## src/rtl/rbp_pkg.sv

```systemverilog
// Shared command codes and FSM state encoding for the rbp link master.
package rbp_pkg;

   localparam int unsigned RBP_DATA_W = 16;
   localparam int unsigned RBP_CMD_W  = 4;

   localparam logic [RBP_CMD_W-1:0] RBP_CMD_CLR  = 4'h0;
   localparam logic [RBP_CMD_W-1:0] RBP_CMD_READ = 4'h1;

   typedef enum logic [2:0] {
      IDLE,
      RST,
      SETUP,
      REQ_HI,
      REQ_LO,
      PUSH,
      DONE
   } rbp_state_e;

endpackage

```

## src/rtl/rbp_sync.sv

```systemverilog
// Multi-flop synchronizer for the asynchronous rbp acknowledge.
module rbp_sync #(
   parameter int unsigned STAGES = 2
) (
   input  logic clk,
   input  logic rst_n,
   input  logic d,
   output logic q
);

   logic [STAGES-1:0] ff;

   always_ff @(posedge clk or negedge rst_n) begin
      if (!rst_n) ff <= '0;
      else        ff <= {ff[STAGES-2:0], d};
   end

   assign q = ff[STAGES-1];

endmodule

```

## src/rtl/rbp_master.sv

```systemverilog
// Initiator for the rbp four-phase link: clear command, N reads, stream out, timeout recovery.
// Optional RBP_MASTER_CHECKSUM_EN adds a per-session modulo-2^16 sum of streamed words.
module rbp_master
   import rbp_pkg::*;
#(
   parameter int unsigned SYNC_STAGES  = 2,
   parameter int unsigned SETUP_CYCLES = 2,
   parameter int unsigned TIMEOUT      = 4096,
   parameter int unsigned RST_CYCLES   = 8
) (
   input  logic        sys_clk,
   input  logic        sys_rst_n,
   input  logic        start,
   input  logic [15:0] word_count,
   output logic        busy,
   output logic        done,
   output logic        error,
   output logic [15:0] out_data,
   output logic        out_valid,
   input  logic        out_ready,
   output logic        rbp_req,
   input  logic        rbp_ack,
   output logic        rbp_rst,
   output logic        rbp_dat,
   output logic [3:0]  rbp_cmd,
   input  logic [15:0] rbp_data
`ifdef RBP_MASTER_CHECKSUM_EN
   ,
   output logic [15:0] checksum
`endif
);

   localparam int unsigned CNT_W = $clog2(TIMEOUT + SETUP_CYCLES + 1);
   localparam int unsigned RST_W = $clog2(RST_CYCLES + 1);

   rbp_state_e        state, state_n;
   logic [CNT_W-1:0]  cnt, cnt_n;
   logic [RST_W-1:0]  rst_left, rst_left_n;
   logic [15:0]       wc_q, wc_n;
   logic [15:0]       count, count_n;
   logic [15:0]       data_n;
   logic [3:0]        cmd_n;
   logic              error_n;
   logic              ack_s;

   rbp_sync #(.STAGES(SYNC_STAGES)) u_ack_sync (
      .clk   (sys_clk),
      .rst_n (sys_rst_n),
      .d     (rbp_ack),
      .q     (ack_s)
   );

   assign rbp_dat = 1'b0;

   // State and registered outputs, all derived from the next state
   always_ff @(posedge sys_clk or negedge sys_rst_n) begin
      if (!sys_rst_n) begin
         state     <= IDLE;
         cnt       <= '0;
         rst_left  <= '0;
         wc_q      <= '0;
         count     <= '0;
         out_data  <= '0;
         rbp_cmd   <= '0;
         error     <= 1'b0;
         busy      <= 1'b0;
         done      <= 1'b0;
         out_valid <= 1'b0;
         rbp_req   <= 1'b0;
         rbp_rst   <= 1'b0;
      end else begin
         state     <= state_n;
         cnt       <= cnt_n;
         rst_left  <= rst_left_n;
         wc_q      <= wc_n;
         count     <= count_n;
         out_data  <= data_n;
         rbp_cmd   <= cmd_n;
         error     <= error_n;
         busy      <= (state_n != IDLE);
         done      <= (state_n == DONE);
         out_valid <= (state_n == PUSH);
         rbp_req   <= (state_n == REQ_HI);
         rbp_rst   <= (rst_left_n != '0);
      end
   end

   // Next-state logic; the rbp_rst pulse counter runs on in IDLE after an abort
   always_comb begin
      state_n    = state;
      cnt_n      = cnt + CNT_W'(1);
      rst_left_n = (rst_left != '0) ? rst_left - RST_W'(1) : '0;
      wc_n       = wc_q;
      count_n    = count;
      data_n     = out_data;
      cmd_n      = rbp_cmd;
      error_n    = error;

      unique case (state)
         IDLE: begin
            cnt_n = '0;
            if (start) begin
               wc_n       = word_count;
               cmd_n      = RBP_CMD_CLR;
               error_n    = 1'b0;
               count_n    = '0;
               rst_left_n = RST_W'(RST_CYCLES);
               state_n    = RST;
            end
         end
         RST: begin
            cnt_n = '0;
            if (rst_left == RST_W'(1)) state_n = SETUP;
         end
         SETUP: begin
            if (cnt == CNT_W'(SETUP_CYCLES - 1)) begin
               cnt_n   = '0;
               state_n = REQ_HI;
            end
         end
         REQ_HI: begin
            if (ack_s) begin
               if (rbp_cmd == RBP_CMD_READ) data_n = rbp_data;
               cnt_n   = '0;
               state_n = REQ_LO;
            end else if (cnt == CNT_W'(TIMEOUT - 1)) begin
               error_n    = 1'b1;
               rst_left_n = RST_W'(RST_CYCLES);
               cnt_n      = '0;
               state_n    = IDLE;
            end
         end
         REQ_LO: begin
            if (!ack_s) begin
               cnt_n = '0;
               if (rbp_cmd == RBP_CMD_CLR) begin
                  if (wc_q == '0) begin
                     state_n = DONE;
                  end else begin
                     cmd_n   = RBP_CMD_READ;
                     state_n = SETUP;
                  end
               end else begin
                  state_n = PUSH;
               end
            end else if (cnt == CNT_W'(TIMEOUT - 1)) begin
               error_n    = 1'b1;
               rst_left_n = RST_W'(RST_CYCLES);
               cnt_n      = '0;
               state_n    = IDLE;
            end
         end
         PUSH: begin
            // Consumer backpressure is unbounded, so no timeout here
            cnt_n = '0;
            if (out_ready) begin
               count_n = count + 16'd1;
               state_n = (count_n == wc_q) ? DONE : SETUP;
            end
         end
         DONE: begin
            cnt_n   = '0;
            state_n = IDLE;
         end
         default: begin
            cnt_n   = '0;
            state_n = IDLE;
         end
      endcase
   end

`ifdef RBP_MASTER_CHECKSUM_EN
   // Running sum of accepted stream words, held after completion
   always_ff @(posedge sys_clk or negedge sys_rst_n) begin
      if (!sys_rst_n)                     checksum <= '0;
      else if (state == IDLE && start)    checksum <= '0;
      else if (state == PUSH && out_ready) checksum <= checksum + out_data;
   end
`endif

endmodule

```

## config.mk

```make
export PLATFORM = sky130hd
export DESIGN_NAME = rbp_master
export DESIGN_NICKNAME = d
export VERILOG_FILES = /design/src/rtl/rbp_pkg.sv /design/src/rtl/rbp_sync.sv /design/src/rtl/rbp_master.sv
export SDC_FILE = /design/constraint.sdc
export NUM_CORES = 1
export LEC_CHECK = 0
export ABC_AREA = 1
export BUFFER_PORTS_ARGS = -buffer_cell sky130_fd_sc_hd__buf_4
export CAP_MARGIN = 20
export CORE_MARGIN = 2
export CORE_UTILIZATION = 45
export CTS_CLUSTER_DIAMETER = 50
export DETAILED_ROUTE_END_ITERATION = 10
export GPL_TIMING_DRIVEN = 0
export PLACE_DENSITY = 0.62
export REMOVE_ABC_BUFFERS = 1
export SYNTH_ARGS = -nofsm -noshare
export SYNTH_HDL_FRONTEND = slang
export SYNTH_SLANG_ARGS = --single-unit
```

## constraint.sdc

```tcl
create_clock -name sys_clk -period 2.3 [get_ports sys_clk]
set_input_delay 0.115 -clock sys_clk [delete_from_list [all_inputs] [get_ports sys_clk]]
set_output_delay 0.115 -clock sys_clk [all_outputs]
set_load 0.03 [all_outputs]
```

Word-level counts from Yosys, hierarchy flattened
Cells that the tools add are included.

word-level totals
  register bits after elaboration = 80
  logic and storage cells = 86

cells by class
  add/sub/neg operators = 3
  equality and inequality tests = 20
  mux-type cells = 35
  reductions and logical operators = 14

operator list
  operator               number
  $mux 13                4
  $pmux 13 s3            1
  $mux 4                 9
  $mux 16                2
  $pmux 16 s2            1
  $mux 3                 10
  $pmux 3 s6             1
  $add 16x1->16 const B  1
  $eq 16x16->1           1
  $logic_not 16->1       1
  $add 13x1->13 const B  1
  $eq 13x1->1 const B    1
  $eq 13x12->1 const B   1
  $eq 3x3->1 const B     4
  $ne 2x2->1 const B     6
  $pmux 4 s3             1
  $eq 3x2->1 const B     3
  $eq 4x1->1 const B     2
  $pmux 4 s2             1
  $reduce_bool 4->1      2
  $reduce_and 3->1       2
  $reduce_bool 3->1      2
  $reduce_and 5->1       1
  $logic_not 4->1        1
  other kinds (9)        13

Logic depth before layout (Yosys ltp)
Gate-level depths: netlist (run 1).

  word-level depth = 6
  mapped depth = 12
  depth with buffers taken out = 12

By module
Synthesis (run 1) repeated with hierarchy kept, for this count alone.

second synthesis, totals
  cell total of the unflattened synthesis = 499
  area, all modules = 4185.3 µm²

modules (own cells, without submodules)
  module      times used  cells an instance  area an instance (µm²)  seq. area each (µm²)
  rbp_master  1           497                4135.2                  1876.8
  rbp_sync    1           2                  50.0                    50.0

Worst setup path before layout (run 1)
Ideal clock, no wire load.

  path kind = flip-flop to flip-flop
  start point = register cnt[0]
  end point = register cnt[9]
  data arrival time = 1.553 ns
  required time = 2.181 ns
  setup slack = 0.629 ns
  cell stages (with the launch flop) = 10
  buffers on the path = 1
  clock period less this slack = 1.671 ns
  cell sequence = dfrtp_1 -> ha_1 -> nand2_1 -> nor2_1 -> nand2_1 -> nor3_2 -> inv_1 -> a22oi_2 -> buf_4 -> nor2_1

on the way
  cells in the longest elaborated chain, start to end = 4
  elaborated cells between the ends (all ways) = 8
  classes of those cells = add/sub (1); eq/ne (2); mux (5)

RTL lines
  item                                                  line                                                    text
  start, declared                                       rbp_master.sv:37                                        logic [CNT_W-1:0] cnt, cnt_n;
  start signal, assigned                                rbp_master.sv:73                                        cnt <= cnt_n;
  $add 13x1->13 / $eq 13x12->1 (equally long branches)  rbp_master.sv:91, rbp_master.sv:126, rbp_master.sv:146
  $mux 13                                               rbp_master.sv:126, rbp_master.sv:146
  $mux 13, on equally long branches                     rbp_master.sv:134, rbp_master.sv:122
  $pmux 13 s3 *                                         rbp_master.sv:99                                        unique case (state)
  via cnt_n[9]                                          rbp_master.sv:37

The timed path passes the listed nets; every way through them passes the cells marked *.
A chain may end at the register's enable or synchronous reset.

Worst setup path in the final report (run 1)
  start point = register state[0]
  end point = register count[15]

on the way
  cells in the longest elaborated chain, start to end = 3
  elaborated cells between the ends (all ways) = 7
  classes of those cells = eq/ne (3); mux (1); reduce/logical (3)

RTL lines
  item                                                              line              text
  start, declared                                                   rbp_master.sv:36  rbp_state_e state, state_n;
  start signal, assigned                                            rbp_master.sv:72  state <= state_n;
  $eq 3x3->1 / $logic_not 3->1 (equally long branches)              rbp_master.sv:99
  $ne 2x2->1 (no line) / $reduce_bool 2->1 (equally long branches)  -
  $reduce_and 3->1 (no line)                                        -
  end signal, assigned                                              rbp_master.sv:76  count <= count_n;
  end, declared                                                     rbp_master.sv:40  logic [15:0] count, count_n;

Parallel ways exist; a longest one is shown, timed or not.

==> flow_summary.toml, run 1 <==
[status]
status = "completed"

[synth]
yosysSeqAreaShare_pct = 47.8
yosysUniqueCellTypes = 36
synth_flop_cell = "dfrtp_1"
async_flop_share_pct = 100
syn_area_per_cell_sq_um = 8.09
synth.area.top_cells = "dfrtp_1, nand2_1, inv_1"
yosys.area.top_type = "dfrtp_1"
yosysWarnings = 0
synth_edf_count = 0
syn_area_sq_um = 4030
yosysTopAreaCellShare_pct = 47.8
syn_inst = 498
ys_ff_latch = 77
yosys-top-cells-count = "nand2_1, dfrtp_1, inv_1, nor2_1, nand3_1"
synth.most_common_cell = "nand2_1"

[min_path]
hold_depth = 3
min_to = "wc_q[8]"
min-delay-start = "word_count[8]"
hp-class = "primary input to register"

[final_layout]
stdcell_count = 710
drive_gt1_share_pct = 18.9
antenna_cells = 0
area_growth_pct = 29.8
fillers = 733
nNetsFinal = 637
final_area_sq_um = 5230

[timing]
finClkSkew_ns = 0.0128
report.final.slew_viol_count = 0
setup_viol = 0
fin_setup_tns_ns = 0
fin_crit_ns = 2.15
max_slew_margin_pct = 56.2
rsz0062_at_grt = "true"
max_freq_ghz = 0.465
period_share_pct = 93.6
worstMarginPinSlew_ns = 0.655
hold_viol_final = 0

[cts]
clk_pin_slew_ns = 0.08
cts_root_buffer = "clkbuf_8"
cts.sinks = 77
cts_tree = "done"
clockBufferDepth = 2
clk_latency_ns = 0.35
htreeDepth = 3
cts_buffers = 9

[global_routing]
grt_max_degree = 78
antenna_found_initial = 0
grt_pass1_vias = 3483
grt.overflow.total = 0
track_usage_pct = 20.4
grt_pass1_wl_microns = 16100

[critical_path]
worstReg2RegStart = "state[0]"
crit_fanout = 15
cp_top_family = "simple AND/OR/NAND/NOR gates"
cp_data_required_time_ns = 2.50
slowest_delay_ns = 0.48
timing.critical_path.buf_inv = 1
r2r_cells = 5
r2r-end = "count[15]"
cp_slowest_cell = "dfrtp_1"
r2r_slack_ns = 0.15
path_class = "register to register"
crit_path_start_kind = "register"
cp-end-kind = "register"
cp.arrival_ns = 2.35
path_cells = "nand3_1 -> nor2_1 -> inv_1 -> nand2_2 -> o22ai_1"

[power]
ir_worst_vdd_v = 0.000609
power.total_mw = 5.14
p_leak_nw = 2.50
power_density_nw_per_um2 = 983

[drt]
wl_microns = 9330
num_vias = 3563
wl_per_cell_microns = 13.1
antenna_left = 0
routed_via_density = 5.02
drc = 0
dr.pass1.iters = 4
drtIter0Drc = 185

[floorplanning]
io_pins = 64
die_w_microns = 98.6
num_rows = 34
initial_core_util_pct = 46.2
coreArea_sq_um = 8720
die_area_sq_um = 9730
fp.dieH_microns = 98.6

[placement]
placement.io_buffers = 59
gp_congestion = 0.835
placed_area_sq_um = 4560
dp_hpwl_microns = 6540
placedCellCount = 657

[run]
max_cap_viol_count = 0
## metal layers
layer / up-vias / GRT usage [%] / share of wire [%]
met3: 5 / 4.33 / 5.1
met2: 89 / 32.6 / 47
met1: 1662 / 28.1 / 47
met4: 0 / 6.53 / 0.83
met5: - / 0 / 0
li1: 1807 / - / -
## final cells by class
class | instances | area, sq um | area share (%)
clock inverters | 7 | 145 | 2.77
inverters | 65 | 244 | 4.66
clock buffers | 9 | 124 | 2.37
repair buffers | 97 | 851 | 16.3
multi-input cells | 347 | 1810 | 34.5
well taps | 108 | 135 | 2.58
flip-flops and latches | 77 | 1930 | 36.8
## placed cells by master (no fill, tap or decap), types with 2 or more instances in the layout
cell type	netlist	routed
nor4_1	4	4
nand4_1	16	16
nor3_1	5	5
nand2_1	135	134
conb_1	1	4
o22ai_1	11	11
nand3_1	41	41
ha_1	3	3
inv_1	64	64
nor2_1	48	48
bufinv_16	0	4
buf_4	6	61
xor2_1	6	6
dlygate4sd3_1	0	33
clkbuf_8	0	9
mux2_2	16	16
xnor2_1	2	2
nor2_4	4	5
nand2_2	2	3
o21ai_0	24	24
a21oi_1	8	8
dfrtp_1	77	77
a211oi_1	2	2
nor2_2	3	2
nor3_2	2	2
## sequential cells by signal (all words and copies together) (netlist names), 2 cells and up
| signal | count |
|---|---|
| rst_left | 4 |
| out_data | 16 |
| cnt | 13 |
| count | 16 |
| state | 3 |
| wc_q | 16 |
| u_ack_sync.ff | 2 |
## stage by stage
stage | util, % | hold slack, ns | worst slack, ns
6_report | 60.0 | 0.0305 | 0.147
5_1_grt | 60.0 | 0.0433 | -0.0256
2_1_floorplan | - | -0.181 | 0.217
3_5_place_dp | 52.3 | 0.234 | -0.209
4_1_cts | 59.3 | 0.00810 | 0.108
3_3_place_gp | 52.1 | 0.226 | -0.614
## power by group
group / internal [mW] / switching [mW] / total [mW]
combinational: 0.730 / 1.09 / 1.82
clock: 0.840 / 0.533 / 1.37
sequential: 1.68 / 0.270 / 1.95
## cell families after synthesis
| group | count (synthesis) | synth area share (%) |
|---|---|---|
| other | 1 | 0.0930 |
| XOR/XNOR | 9 | 2.30 |
| AND/OR/NAND/NOR | 264 | 29.2 |
| buffers and inverters | 77 | 7.85 |
| AO/OA/AOI/OAI | 51 | 7.36 |
| flip-flops | 77 | 47.8 |
| multiplexers | 16 | 4.47 |
| adder cells (fa/ha/maj) | 3 | 0.931 |
## how the worst max path moves through the flow
| stage | startpoint | to | slack, ns | cells past startpoint |
|---|---|---|---|---|
| 2_1_floorplan | state[0] | count[10] | 0.22 | 6 |
| 3_3_place_gp | state[0] | count[1] | -0.61 | 6 |
| 3_5_place_dp | state[0] | count[3] | -0.21 | 7 |
| 4_1_cts | state[0] | count[12] | 0.11 | 5 |
| 5_1_grt | state[0] | count[5] | -0.03 | 5 |
| 6_report | state[0] | count[15] | 0.15 | 5 |
## worst register-to-register path, delay by kind of cell, from the launching register on
family / cells / cell delay [ns]
flops: 1 / 0.48
simple gates: 3 / 0.99
buf+inv: 1 / 0.41
compound gates: 1 / 0.14
## repair_timing
item	4_1_cts	5_1_grt
resized for setup	2	0
hold buffers	33	0
pin swaps	0	2
endpoints found under the hold margin	109	0
setup buffers	0	3
endpoints found under the setup margin	15	20
Power figures use the tool's default switching activity.
==> run 2, diff against run 1 <==
--- a/config.mk
+++ b/config.mk
@@ -5,7 +5,6 @@
 export SDC_FILE = /design/constraint.sdc
 export NUM_CORES = 1
 export LEC_CHECK = 0
-export ABC_AREA = 1
 export BUFFER_PORTS_ARGS = -buffer_cell sky130_fd_sc_hd__buf_4
 export CAP_MARGIN = 20
 export CORE_MARGIN = 2
@@ -13,7 +12,7 @@
 export CTS_CLUSTER_DIAMETER = 50
 export DETAILED_ROUTE_END_ITERATION = 10
 export GPL_TIMING_DRIVEN = 0
-export PLACE_DENSITY = 0.62
+export PLACE_DENSITY_LB_ADDON = 0.2
 export REMOVE_ABC_BUFFERS = 1
 export SYNTH_ARGS = -nofsm -noshare
 export SYNTH_HDL_FRONTEND = slang
==> run 2 against run 1 <==
Net effect:
- clock power is 26% lower
- synthesized cell count is 23% lower
- non-clock buffer count is 3 higher
- worst hold slack worse by 0.014 ns
- global-route usage is 1.3 points lower
- sequential power is 9.7% higher
- final cell count is 17% lower
- maximum frequency is 3.2% lower
- clock skew is 0.0022 ns lower
- utilization is 1.0 points lower
- first-iteration DRC count is 43% lower
==> flow_summary.toml, run 2 <==
[timing]
setup_ws_ns = 0.0761
max_slew_margin_pct = 34.8
finClkSkew_ns = 0.0105
period_share_pct = 96.7
hold_viol_final = 0
fin_crit_ns = 2.22
worstMarginPinSlew_ns = 0.979
report.final.slew_viol_count = 0
max_freq_ghz = 0.450
setup_viol = 0

[floorplanning]
initial_core_util_pct = 45.8
die_w_microns = 97.5
num_rows = 34
coreArea_sq_um = 8590
io_pins = 64
fp.dieH_microns = 97.5
die_area_sq_um = 9510

[synth]
synth.most_common_cell = "dfrtp_1"
syn_inst = 382
syn_area_per_cell_sq_um = 10.3
yosysSeqAreaShare_pct = 49.0
yosysTopAreaCellShare_pct = 49.0
yosysUniqueCellTypes = 56
synth_flop_cell = "dfrtp_1"
synth.area.top_cells = "dfrtp_1, mux2_2, xor2_1"
yosysWarnings = 0
synth_edf_count = 0
yosys-top-cells-count = "dfrtp_1, nor2_1, mux2_2, o21ai_0, nand2_1"
async_flop_share_pct = 100
yosys.area.top_type = "dfrtp_1"
ys_ff_latch = 77
syn_area_sq_um = 3940

[critical_path]
cp_top_family = "simple AND/OR/NAND/NOR gates"
path_class = "register to register"
path_cells = "ha_4 -> and4_4 -> and4bb_4 -> nor3_2 -> a21oi_2 -> o311ai_4 -> or4b_1"
path_depth = 7
crit_path_start_kind = "register"
cp.arrival_ns = 2.44
timing.critical_path.buf_inv = 0
slowest_delay_ns = 0.53
cp_data_required_time_ns = 2.52
cp-end-kind = "register"
crit_fanout = 6
cp_slowest_cell = "or4b_1"
r2r_cells = 7

[min_path]
hp-class = "primary input to register"
hold_depth = 2

[power]
p_clk_share_pct = 19.8
pwr-share-comb_pct = 38.7
switching_power_mw = 1.97
seq_power_share_pct = 41.4
p_leak_nw = 2.21
power_density_nw_per_um2 = 1020
power.total_mw = 5.16
ir_worst_vdd_v = 0.000663
netSwitchingFraction_pct = 38.1
p_int_mw = 3.20

[cts]
cts_root_buffer = "clkbuf_8"
clk_pin_slew_ns = 0.08
cts_tree = "done"
cts.sinks = 77
htreeDepth = 3
clockBufferDepth = 2
cts_buffers = 9
clk_latency_ns = 0.35

[drt]
dr.pass1.iters = 5
routed_via_density = 5.44
num_vias = 3185
wl_per_cell_microns = 14.9
drtIter0Drc = 106
drc = 0
antenna_left = 0
wl_microns = 8710

[placement]
placement.io_buffers = 59
dp_hpwl_microns = 5570
dp_slack_ns = -0.347
gp_congestion = 0.845

[global_routing]
top_usage_layer = "met2"
antenna_found_initial = 0
grt_pass1_vias = 3154
grt.overflow.total = 0
track_usage_pct = 19.1
grtUsageMet3_pct = 4.89
grtUsageMet2_pct = 32.2
grt_pass1_wl_microns = 14900
use_met1_pct = 24.4
grt_max_degree = 78

[final_layout]
postLayoutCoreUtil_pct = 58.9
area_growth_pct = 28.7
largestRegisters = "count: 16 flops, out_data: 16 flops, wc_q: 16 flops"
final_cell_mix = "dfrtp_1, buf_4, nor2_1, dlygate4sd3_1, mux2_2"
final_common_cell = "dfrtp_1"
nNetsFinal = 514
antenna_cells = 0
drive_gt1_share_pct = 28.2

[run]
max_cap_viol_count = 0

[status]
status = "completed"
-- run 2: cells by family (layout without fill, tap and decap cells) --
| logic type | after synthesis | count (layout) | share of synthesized area, % |
|---|---|---|---|
| AND/OR/NAND/NOR | 143 | 143 | 19.6 |
| flip-flops | 77 | 77 | 49.0 |
| AO/OA/AOI/OAI | 69 | 69 | 11.1 |
| multiplexers | 33 | 33 | 9.41 |
| XOR/XNOR | 29 | 29 | 6.45 |
| buffers and inverters | 27 | 120 | 3.43 |
| adder cells (fa/ha/maj) | 3 | 3 | 0.954 |
| other | 1 | 4 | 0.0953 |
-- run 2: per-layer routing --
| layer | vias up | share of wire [%] |
|---|---|---|
| li1 | 1546 | - |
| met1 | 1541 | 44 |
| met2 | 84 | 50 |
| met3 | 14 | 4.6 |
| met4 | 0 | 1.4 |
| met5 | - | 0 |
-- run 2: worst register-to-register path, delay by kind of cell, from the launching register on --
kind	cells	cell delay (ns)
and+or+nand+nor	4	1.15
DFF	1	0.43
AOI/OAI and AO/OA	2	0.35
adders and majority gates	1	0.17
-- run 2: what timing repair did --
| item | 4_1_cts | 5_1_grt |
|---|---|---|
| buffers inserted | 1 | 7 |
| endpoints found under the setup margin | 30 | 21 |
| resized for setup | 7 | 9 |
| hold buffers | 33 | 0 |
| pin swaps | 0 | 3 |
| hold endpoints to repair | 109 | 0 |
-- run 2: stage by stage --
step / hold slack (ns) / cell area [sq um] / cells / TNS [ns]
2_1_floorplan: -0.181 / 3830 / 363 / 0
3_3_place_gp: 0.227 / 4410 / 530 / -5.55
3_5_place_dp: 0.226 / 4410 / 530 / -7.15
4_1_cts: 0.00638 / 4960 / 579 / 0
5_1_grt: 0.00121 / 5060 / 586 / -0.00139
6_report: 0.0163 / 5060 / 586 / 0
-- run 2: power groups by stage --
stage	clock network (mW)	logic, mW	registers [mW]
after floorplan	0	0.941	2.41
after global placement	0	1.82	2.14
after detailed placement	0	1.85	2.15
after CTS	1.06	1.93	2.13
after global routing	1.12	2.18	2.20
final	1.02	2.00	2.14
-- run 2: final cells by class --
type / instances / area, sq um
clock buffers: 9 / 124
clock inverters: 6 / 71.3
fillers: 696 / 3530
inverters: 5 / 18.8
multi-input cells: 281 / 1950
flip-flops and latches: 77 / 1930
well taps: 108 / 135
repair buffers: 100 / 833
-- run 2: final timing paths --
kind	startpoint	endpoint	slack, ns
setup / recovery	cnt[1]	busy	0.08
hold / removal	rbp_data[7]	out_data[7]	0.02
setup reg to reg	cnt[1]	busy	0.08
hold reg to reg	u_ack_sync.ff[0]	u_ack_sync.ff[1]	0.36
max in group asynchronous	sys_rst_n	count[0]	1.18
min in group asynchronous	sys_rst_n	wc_q[4]	0.46
